===== config.mk =====
export PLATFORM = sky130hd
export DESIGN_NAME = mem_access_unit
export DESIGN_NICKNAME = d
export VERILOG_FILES = /design/src/rtl/mau_pkg.sv /design/src/rtl/mem_access_unit_lane_align.sv /design/src/rtl/mem_access_unit.sv
export SDC_FILE = /design/constraint.sdc
export NUM_CORES = 1
export LEC_CHECK = 0
export ABC_AREA = 1
export ABC_CLOCK_PERIOD_IN_PS = 1750
export CELL_PAD_IN_SITES_DETAIL_PLACEMENT = 1
export CELL_PAD_IN_SITES_GLOBAL_PLACEMENT = 1
export CORE_UTILIZATION = 35
export CTS_BUF_LIST = sky130_fd_sc_hd__clkbuf_16
export DETAILED_ROUTE_END_ITERATION = 7
export PLACE_DENSITY_LB_ADDON = 0.15
export SLEW_MARGIN = 25
export SYNTH_ARGS = -nofsm -noshare
export SYNTH_HDL_FRONTEND = slang
export SYNTH_SLANG_ARGS = --single-unit

===== constraint.sdc =====
create_clock -name clk -period 1.75 [get_ports clk]
set_clock_uncertainty 0.2 [all_clocks]
set_input_delay 0.4375 -clock clk [delete_from_list [all_inputs] [get_ports clk]]
set_output_delay 0.4375 -clock clk [all_outputs]
set_load 0.02 [all_outputs]

===== src/rtl/mau_pkg.sv =====
// Shared encodings and lane helpers for the load/store access unit.
package mau_pkg;

    localparam logic [1:0] SZ_BYTE = 2'b00;
    localparam logic [1:0] SZ_HALF = 2'b01;
    localparam logic [1:0] SZ_WORD = 2'b10;
    localparam logic [1:0] SZ_RSVD = 2'b11;

    // WRITE owns bit 2 alone so the memory write enable is a bare flop output.
    localparam logic [2:0] ST_IDLE  = 3'b000;
    localparam logic [2:0] ST_READ  = 3'b001;
    localparam logic [2:0] ST_RESP  = 3'b010;
    localparam logic [2:0] ST_WRITE = 3'b100;

    function automatic logic [31:0] lane_extract(input logic [31:0] word, input logic [1:0] size,
                                                 input logic uns, input logic [1:0] lo);
        logic [31:0] sh;
        logic [7:0]  b;
        logic [15:0] h;
        logic [31:0] res;
        sh = word >> {lo, 3'b000};
        b  = sh[7:0];
        h  = lo[1] ? word[31:16] : word[15:0];
        case (size)
            SZ_BYTE: res = {{24{~uns & b[7]}}, b};
            SZ_HALF: res = {{16{~uns & h[15]}}, h};
            default: res = word;
        endcase
        return res;
    endfunction

    function automatic logic [31:0] lane_merge(input logic [31:0] word, input logic [31:0] wdata,
                                               input logic [1:0] size, input logic [1:0] lo);
        logic [31:0] res;
        res = word;
        if (size == SZ_BYTE) begin
            case (lo)
                2'd0:    res[7:0]   = wdata[7:0];
                2'd1:    res[15:8]  = wdata[7:0];
                2'd2:    res[23:16] = wdata[7:0];
                default: res[31:24] = wdata[7:0];
            endcase
        end else if (size == SZ_HALF) begin
            if (lo[1]) res[31:16] = wdata[15:0];
            else       res[15:0]  = wdata[15:0];
        end else begin
            res = wdata;
        end
        return res;
    endfunction

endpackage


===== src/rtl/mem_access_unit_lane_align.sv =====
// Combinational lane logic: load extract/extend and sub-word store merge.
module mau_lane_align
    import mau_pkg::*;
(
    input  logic [31:0] word,
    input  logic [31:0] wdata,
    input  logic [1:0]  size,
    input  logic        uns,
    input  logic [1:0]  lo,
    output logic [31:0] load_data,
    output logic [31:0] merged
);
    assign load_data = lane_extract(word, size, uns, lo);
    assign merged    = lane_merge(word, wdata, size, lo);
endmodule


===== src/rtl/mem_access_unit.sv =====
// Load/store initiator for a word-wide data memory; sub-word stores via read-modify-write.
// Define MAU_MISALIGN_TRAP_EN to reject misaligned half/word accesses instead of ignoring low bits.
module mem_access_unit
    import mau_pkg::*;
#(
    parameter int MEM_WORDS = 256,
    parameter int ADDR_W    = 16
) (
    input  logic              clk,
    input  logic              rst_n,
    input  logic              req_valid,
    output logic              req_ready,
    input  logic              req_we,
    input  logic [1:0]        req_size,
    input  logic              req_unsigned,
    input  logic [ADDR_W+1:0] req_addr,
    input  logic [31:0]       req_wdata,
    output logic              rsp_valid,
    input  logic              rsp_ready,
    output logic [31:0]       rsp_rdata,
    output logic              rsp_err,
    output logic [ADDR_W-1:0] mem_addr,
    output logic              mem_we,
    output logic [31:0]       mem_wdata,
    input  logic [31:0]       mem_rdata
);
    logic [2:0]        state;
    logic              r_we, r_uns;
    logic [1:0]        r_size, r_lo;
    logic [31:0]       r_wdata;
    logic [ADDR_W-1:0] req_idx;
    logic              req_err;
    logic [31:0]       load_data, merged;

    assign req_idx   = req_addr[ADDR_W+1:2];
    assign req_ready = (state == ST_IDLE);
    assign rsp_valid = (state == ST_RESP);
    assign mem_we    = state[2];

    always_comb begin
        req_err = (req_size == SZ_RSVD) || (33'(req_idx) >= 33'(MEM_WORDS));
`ifdef MAU_MISALIGN_TRAP_EN
        if ((req_size == SZ_HALF && req_addr[0]) || (req_size == SZ_WORD && req_addr[1:0] != 2'b00))
            req_err = 1'b1;
`endif
    end

    mau_lane_align u_align (
        .word      (mem_rdata),
        .wdata     (r_wdata),
        .size      (r_size),
        .uns       (r_uns),
        .lo        (r_lo),
        .load_data (load_data),
        .merged    (merged)
    );

    always_ff @(posedge clk or negedge rst_n) begin
        if (!rst_n) begin
            state     <= ST_IDLE;
            r_we      <= 1'b0;
            r_uns     <= 1'b0;
            r_size    <= SZ_BYTE;
            r_lo      <= 2'b00;
            r_wdata   <= '0;
            rsp_rdata <= '0;
            rsp_err   <= 1'b0;
            mem_addr  <= '0;
            mem_wdata <= '0;
        end else begin
            case (state)
                ST_IDLE: if (req_valid) begin
                    r_we      <= req_we;
                    r_uns     <= req_unsigned;
                    r_size    <= req_size;
                    r_lo      <= req_addr[1:0];
                    r_wdata   <= req_wdata;
                    mem_addr  <= req_idx;
                    rsp_rdata <= '0;
                    rsp_err   <= req_err;
                    if (req_we) mem_wdata <= req_wdata;
                    if (req_err)                          state <= ST_RESP;
                    else if (req_we && req_size == SZ_WORD) state <= ST_WRITE;
                    else                                  state <= ST_READ;
                end
                ST_READ: begin
                    if (r_we) begin
                        mem_wdata <= merged;
                        state     <= ST_WRITE;
                    end else begin
                        rsp_rdata <= load_data;
                        state     <= ST_RESP;
                    end
                end
                ST_WRITE: state <= ST_RESP;
                ST_RESP:  if (rsp_ready) state <= ST_IDLE;
                default:  state <= ST_IDLE;
            endcase
        end
    end
endmodule

==> results of run 1 <==
## worst max-delay path: cells and delay by family (launching register included)
family	cells	cell delay [ns]
and+or+nand+nor	6	1.07
DFF	1	0.44
buffers and inverters	1	0.16
## cell usage after synthesis (2+ instances only)
| cell | instances |
|---|---|
| sky130_fd_sc_hd__dfrtp_1 | 122 |
| sky130_fd_sc_hd__nand3_1 | 59 |
| sky130_fd_sc_hd__nand4_1 | 24 |
| sky130_fd_sc_hd__buf_6 | 2 |
| sky130_fd_sc_hd__or2_2 | 7 |
| sky130_fd_sc_hd__o211ai_2 | 4 |
| sky130_fd_sc_hd__clkbuf_1 | 10 |
| sky130_fd_sc_hd__nor2_2 | 4 |
| sky130_fd_sc_hd__nand2_4 | 3 |
| sky130_fd_sc_hd__a21oi_1 | 59 |
| sky130_fd_sc_hd__o211ai_1 | 17 |
| sky130_fd_sc_hd__nand3_4 | 3 |
| sky130_fd_sc_hd__buf_2 | 30 |
| sky130_fd_sc_hd__nand2_2 | 10 |
| sky130_fd_sc_hd__clkinv_1 | 2 |
| sky130_fd_sc_hd__o21ai_0 | 52 |
| sky130_fd_sc_hd__nor2_1 | 35 |
| sky130_fd_sc_hd__buf_4 | 7 |
| sky130_fd_sc_hd__nand3_2 | 8 |
| sky130_fd_sc_hd__inv_1 | 76 |
| sky130_fd_sc_hd__nor2_8 | 2 |
| sky130_fd_sc_hd__nor3_1 | 2 |
| sky130_fd_sc_hd__o22ai_1 | 6 |
| sky130_fd_sc_hd__inv_2 | 5 |
| sky130_fd_sc_hd__nand2_1 | 378 |
## per-layer routing
| layer | wire length, um | global-route usage [%] | up-vias |
|---|---|---|---|
| li1 | - | - | 3514 |
| met1 | 13400 | 39.1 | 3940 |
| met2 | 15400 | 46.1 | 366 |
| met3 | 1830 | 4.86 | 74 |
| met4 | 1150 | 9.73 | 0 |
| met5 | 0 | 0 | - |
## cell families after synthesis
group,Yosys count
AOI/OAI and AO/OA,138
buffers and inverters,134
DFF,122
and+or+nand+nor,536
## how the worst max path moves through the flow
stage / endpoint / slack (ns) / depth (start not counted)
2_1_floorplan: mem_wdata[10] / 0.06 / 7
3_3_place_gp: mem_wdata[20] / -0.27 / 8
3_5_place_dp: mem_wdata[17] / -0.31 / 8
4_1_cts: req_ready / -0.13 / 4
5_1_grt: mem_wdata[22] / -0.23 / 9
6_report: rsp_rdata[20] / -0.18 / 7
## stage by stage
stage / setup WS [ns] / power (W) / area (um^2)
after CTS: -0.134 / 0.0162 / 10400
after detailed placement: -0.306 / 0.0121 / 9360
final: -0.182 / 0.0175 / 11000
after global routing: -0.227 / 0.0183 / 11000
after floorplan: 0.0628 / 0.00875 / 6780
after global placement: -0.269 / 0.0119 / 9360
## state kept, by name, summed over array words and instances, names as in the netlist
signal / flops
mem_addr: 16
r_wdata: 32
rsp_rdata: 32
state: 3
rsp_err: 1
mem_wdata: 32
r_uns: 1
r_size: 2
r_we: 1
r_lo: 2
## power breakdown
part | switching, W | internal, W
clock network | 0.00146 | 0.00224
logic | 0.00537 | 0.00360
registers | 0.000996 | 0.00384
## final cells by class
class | instances | area [um^2]
Clock buffer | 17 | 425
Clock inverter | 15 | 174
Fill cell | 2230 | 7870
Inverter | 83 | 320
Multi-Input combinational cell | 675 | 3740
Sequential cell | 122 | 3060
Tap cell | 260 | 325
Timing Repair Buffer | 293 | 2910
## timing repair
| item | 4_1_cts | 5_1_grt |
|---|---|---|
| resized for setup | 261 | 253 |
| gates cloned | 6 | 10 |
| hold buffers | 1 | 0 |
| setup buffers | 7 | 13 |
| endpoints found under the setup margin | 149 | 130 |
| pin swaps | 16 | 44 |
| endpoints found under the hold margin | 122 | 0 |
## cells in the final DEF (no fill, tap or decap), drive strengths merged
cell           count
a21oi             59
buf              133
bufinv             3
clkbuf            64
clkdlybuf4s15     24
clkdlybuf4s50     88
clkinv             8
clkinvlp           4
dfrtp            122
dlygate4sd3        1
inv               83
nand2            391
nand3             71
nand4             24
nor2              42
nor3               2
o211ai            21
o21ai             52
o22ai              6
or2                7
==> run summary, run 1 <==
• **synthesized-area fraction occupied by ao, oa, aoi and oai cells** 11.4%
• **Row Count** 50
• **fraction of synthesized cell area in xor and xnor cells** 0%
• **sum of net half-perimeters after detailed placement** 18700 um
• **routed length per placed instance** 21.7 um
• **Total Nets Final** 1282
• **number of instances in the synthesized netlist** 930
• **fraction of post-synthesis cell area in the top cell type by area** 45.1%
• **cell area power density** 1600 nW/um^2
• **CORE AREA** 18800 um^2
• **Die Outline Area** 19900 um^2
• **number of clock buffers inserted by TritonCTS** 17
• **DP Cell Count** 1398
• **RSZ-0062 raised after global routing** yes
• **Pre-antenna DRT Iters** 5
• **endpoint kind of the worst setup timing path** register
• **fraction of synthesized area in multiplexers** 0%
• **fraction of the cycle the final worst path needs** 110%
• **pin count of the biggest net entering global routing** 66
• **global-route wire length before repair** 43300 um
• **list of cells traversed by the critical path** inv_2, nand2_1, nand2_1, nand3_1, nand3_4, nand3_1, nand2_2
• **Worst setup startpoint** r_lo[1]
• **Post-Syn Area per Cell** 7.28 um^2
• **Hold Violations, Final** 0
• **routed via count** 7894
• **area leader, netlist** sky130_fd_sc_hd__dfrtp_1
• **share of layout cells above drive strength 1** 34.9%
• **most used flip-flop cell after synthesis** sky130_fd_sc_hd__dfrtp_1
• **Post-DRT Antenna Nets** 0
• **clk buf depth** 2
• **Worst Hold Class** in2async
• **Die Span Y** 141 um
• **flip-flop and latch count after synthesis** 122
• **failing checks** setup timing
• **Synthesized Nets** 1020
• **# H-tree levels** 4
• **remaining routing DRC violations** 0
• **Leakage Power** 5.43 nW
• **number of global-route vias before repair** 7697
• **distinct cell type count after synthesis** 28
• **remaining global-route overflow** 0
• **result of the run** finished, violations left
• **endpoints failing setup** 79
• **Crit path required time** 1.92 ns
• **longest individual stage delay on the worst path** 0.44 ns
• **worst hold slack** 0.199 ns
• **max-capacitance violation count** 0
• **Async SR Flop Fraction** 100%
• **worst slew pin tran** 0.379 ns
• **Worst Path Arrival** 2.10 ns
• **clk sink count** 122
• **combined global-route utilization of all metal layers** 28.7%
• **clock tree from TritonCTS** yes
• **final number of max-transition violations** 0
• **Fmax achieved** 0.518 GHz
• **clock edge transition at the registers on the reported setup and hold paths** 0.06 ns
• **Min Clock Period, post-route** 1.93 ns
• **Adder-Cell Fraction of Synth Area** 0%
• **final weighted congestion of routability-driven global placement** 0.876
• **top cells by area, synth** sky130_fd_sc_hd__dfrtp_1, sky130_fd_sc_hd__nand2_1, sky130_fd_sc_hd__a21oi_1, sky130_fd_sc_hd__nand3_1, sky130_fd_sc_hd__inv_1
• **Starting DRT DRC Count** 584
• **worst setup path category** reg2reg
• **I/O Buffers** 173
• **Setup WS post-layout** -0.182 ns
• **reg2reg setup slack** -0.18 ns
• **antenna violations before repair** 0
• **number of antenna diodes** 0
• **launch instance of the worst register-to-register path** r_lo[1]
• **number of warnings printed during yosys synthesis** 0
• **simple logic cell fraction of the synthesized area** 34.8%
• **Total Wirelength** 31700 um
• **Worst VDD drop** 1020 uV
• **share of the yosys chip area belonging to registers** 45.1%
• **worst flop-to-flop path endpoint** rsp_rdata[20]
• **largest family of logic cells by synthesized area** simple AND/OR/NAND/NOR gates
• **count of flip-flops with a built-in enable after synthesis** 0
• **Final Util** 58.2%
• **maximum fanout encountered on the critical timing path** 8
• **Clk Latency, worst-skew pair** 0.43 ns
• **initial core utilization** 36.0%
• **Post-Route Setup TNS** -7.52 ns
• **ports placed on the boundary** 174
• **synth-to-layout area growth** 61.8%
• **CTS Root Cell** sky130_fd_sc_hd__clkbuf_16
• **number of vias per cell** 5.39
• **sort of element at the start of the critical path** register
• **max_slew headroom** 74.7%
• **cell count of the worst reg-to-reg path** 7
• **synthesized cell area** 6770 um^2
• **Layout Cells excl Fill** 1465
• **Die Width** 141 um
• **cell at the slowest stage of the critical path** sky130_fd_sc_hd__dfrtp_1
(Power assumes the default switching activity.)
==> run 2: changes to the inputs <==
--- a/config.mk
+++ b/config.mk
@@ -7,9 +7,7 @@
 export LEC_CHECK = 0
 export ABC_AREA = 1
 export ABC_CLOCK_PERIOD_IN_PS = 1750
-export CELL_PAD_IN_SITES_DETAIL_PLACEMENT = 1
-export CELL_PAD_IN_SITES_GLOBAL_PLACEMENT = 1
-export CORE_UTILIZATION = 35
+export CORE_UTILIZATION = 45
 export CTS_BUF_LIST = sky130_fd_sc_hd__clkbuf_16
 export DETAILED_ROUTE_END_ITERATION = 7
 export PLACE_DENSITY_LB_ADDON = 0.15
==> run summary, run 2 (synthesis gave the netlist of run 1 again) <==
• **result of the run** finished, violations left, unchanged
• **failing checks** setup timing, unchanged
• **Fmax achieved** 0.532 GHz, was 0.518 GHz
• **Min Clock Period, post-route** 1.88 ns, was 1.93 ns
• **pin count of the biggest net entering global routing** 65, was 66
• **WL met3** 2630 um, was 1830 um
• **Worst Hold Class** in2async, unchanged
• **RSZ-0062 raised after global routing** yes, unchanged
• **Post-DRT Antenna Nets** 0, unchanged
• **post-route standard cell area excluding fillers** 10600 um^2, was 11000 um^2
• **clk sink count** 122, unchanged
• **Row Count** 44, was 50
• **Die Span Y** 125 um, was 141 um
• **clock tree from TritonCTS** yes, unchanged
• **endpoints failing setup** 35, was 79
• **sum of net half-perimeters after detailed placement** 15500 um, was 18700 um
• **launch instance of the worst register-to-register path** state[2], was r_lo[1]
• **routed length per placed instance** 18.4 um, was 21.7 um
• **largest delay contributor family on the critical path** flip-flops, was simple AND/OR/NAND/NOR gates
• **number of antenna diodes** 0, unchanged
• **cell area power density** 1590 nW/um^2, was 1600 nW/um^2
• **Total Nets Final** 1270, was 1282
• **worst setup path category** reg2out, was reg2reg
• **list of cells traversed by the critical path** nor2_2, nand2_2, inv_2, buf_6, was inv_2, nand2_1, nand2_1, nand3_1, nand3_4, nand3_1, nand2_2
• **# H-tree levels** 4, unchanged
• **combined global-route utilization of all metal layers** 31.5%, was 28.7%
• **routed metal-1 wire length** 10300 um, was 13400 um
• **routed via count** 7550, was 7894
• **most used cells in the layout excluding fill and tap cells** sky130_fd_sc_hd__nand2_1, sky130_fd_sc_hd__dfrtp_1, sky130_fd_sc_hd__clkdlybuf4s50_1, unchanged
• **instance area at placement** 9180 um^2, was 9360 um^2
• **longest individual stage delay on the worst path** 0.41 ns, was 0.44 ns
• **Worst Path Arrival** 1.24 ns, was 2.10 ns
• **Setup WS post-layout** -0.131 ns, was -0.182 ns
• **Post-Route Setup TNS** -2.83 ns, was -7.52 ns
• **worst slew pin tran** 0.365 ns, was 0.379 ns
• **initial core utilization** 46.4%, was 36.0%
• **endpoint kind of the worst setup timing path** output port, was register
• **worst hold slack** 0.278 ns, was 0.199 ns
• **remaining routing DRC violations** 0, unchanged
• **clk buf depth** 2, unchanged
• **CORE AREA** 14600 um^2, was 18800 um^2
• **I/O Buffers** 173, unchanged
• **most common cell after layout, fill and taps aside** sky130_fd_sc_hd__nand2_1, unchanged
• **Die Width** 125 um, was 141 um
• **Hold Violations, Final** 0, unchanged
• **number of clock buffers inserted by TritonCTS** 17, unchanged
• **number of vias per cell** 5.48, was 5.39
• **Total Wirelength** 25300 um, was 31700 um
• **antenna violations before repair** 0, unchanged
• **final weighted congestion of routability-driven global placement** 0.915, was 0.876
• **synth-to-layout area growth** 56.2%, was 61.8%
• **fraction of the cycle the final worst path needs** 107%, was 110%
• **Clk Latency, worst-skew pair** 0.43 ns, about the same
• **Worst VDD drop** 1050 uV, was 1020 uV
• **clock edge transition at the registers on the reported setup and hold paths** 0.05 ns, was 0.06 ns
• **Die Outline Area** 15500 um^2, was 19900 um^2
• **Pre-antenna DRT Iters** 5, unchanged
• **detailed-routed wire length on met2** 11700 um, was 15400 um
• **number of global-route vias before repair** 7188, was 7697
• **cell count of the worst reg-to-reg path** 11, was 7
• **ports placed on the boundary** 174, unchanged
• **max-capacitance violation count** 0, unchanged
• **cell at the slowest stage of the critical path** sky130_fd_sc_hd__dfrtp_1, unchanged
• **Top Metal Used** met4, unchanged
• **global-route wire length before repair** 38200 um, was 43300 um
• **final number of max-transition violations** 0, unchanged
• **total power after layout** 0.0168 W, was 0.0175 W
• **worst flop-to-flop path endpoint** mem_wdata[0], was rsp_rdata[20]
• **remaining global-route overflow** 0, unchanged
• **reg2reg setup slack** -0.13 ns, was -0.18 ns
• **Leakage Power** 5.26 nW, was 5.43 nW
• **CTS Root Cell** sky130_fd_sc_hd__clkbuf_16, unchanged
• **sort of element at the start of the critical path** register, unchanged
• **Crit path required time** 1.11 ns, was 1.92 ns
• **share of layout cells above drive strength 1** 28.4%, was 34.9%
• **Starting DRT DRC Count** 1004, was 584
• **maximum fanout encountered on the critical timing path** 3, was 8
• **max_slew headroom** 75.7%, was 74.7%
• **Worst Path Buf+Inv** 2, was 1
• **Regs by FF count** mem_wdata: 32 flops, r_wdata: 32 flops, rsp_rdata: 32 flops, unchanged
==> run 2: cell count changes in the layout (fill, tap and decap cells not counted), sizes merged <==
| cell | change |
|---|---|
| clkinvlp | -1 |
| bufinv | +2 |
| clkdlybuf4s15 | +3 |
| inv | -1 |
| clkbuf | +5 |
| buf | -21 |
| bufbuf | +1 |
==> run 2: timing repair <==
| action | 4_1_cts | 5_1_grt |
|---|---|---|
| hold buffers | 1 | 0 |
| setup endpoints to repair | 121 | 161 |
| pin swaps | 33 | 25 |
| cloned | 10 | 7 |
| buffers inserted | 12 | 8 |
| hold endpoints to repair | 22 | 0 |
| resized for setup | 267 | 134 |
==> run 2: per-stage QoR <==
stage / setup slack [ns] / instances / utilization, %
after floorplan: 0.0628 / 930 / -
after global placement: -0.261 / 1313 / 62.9
after detailed placement: -0.287 / 1313 / 62.9
after CTS: -0.114 / 1366 / 71.3
after global routing: -0.234 / 1377 / 72.5
final: -0.131 / 1377 / 72.5
==> run 2: cell type report <==
| class | count | area, um^2 |
|---|---|---|
| sequential | 122 | 3060 |
| clock buffer | 17 | 425 |
| inverter | 83 | 322 |
| tap | 184 | 230 |
| multi-input combinational | 675 | 3530 |
| clock inverter | 15 | 206 |
| timing repair buffer | 281 | 2810 |
| fill | 1120 | 4010 |
==> run 2: worst max path at each step <==
stage | from | end | slack, ns | depth (start not counted)
CTS | state[0] | req_ready | -0.11 | 4
global route | state[2] | mem_wdata[1] | -0.23 | 11
global placement | mem_rdata[15] | rsp_rdata[23] | -0.26 | 9
finish | state[0] | req_ready | -0.13 | 4
floorplan | state[2] | mem_wdata[10] | 0.06 | 7
detailed placement | mem_rdata[15] | rsp_rdata[24] | -0.29 | 9
==> run 2: power breakdown <==
group | switching (W) | internal, W | leakage (nW) | total [W]
clock network | 0.00127 | 0.00250 | 0.303 | 0.00376
logic | 0.00490 | 0.00338 | 3.41 | 0.00828
registers | 0.000956 | 0.00384 | 1.55 | 0.00480
total | 0.00712 | 0.00972 | 5.26 | 0.0168
==> run 2: worst register-to-register path, stage by stage (launching register included) <==
cell and delay, ns:
sky130_fd_sc_hd__dfrtp_2 0.44, sky130_fd_sc_hd__inv_2 0.08, sky130_fd_sc_hd__buf_6 0.11, sky130_fd_sc_hd__nand3_4 0.13, sky130_fd_sc_hd__nand2_4 0.14, sky130_fd_sc_hd__nand3_4 0.09, sky130_fd_sc_hd__buf_12 0.15, sky130_fd_sc_hd__buf_8 0.13
sky130_fd_sc_hd__buf_16 0.14, sky130_fd_sc_hd__a21oi_2 0.11, sky130_fd_sc_hd__nand2_1 0.06, sky130_fd_sc_hd__nand2_1 0.05
==> run 2: per-layer routing <==
layer,vias up,track usage (%)
li1,3495,-
met1,3545,42.8
met2,448,48.0
met3,62,8.03
met4,0,12.8
met5,-,0
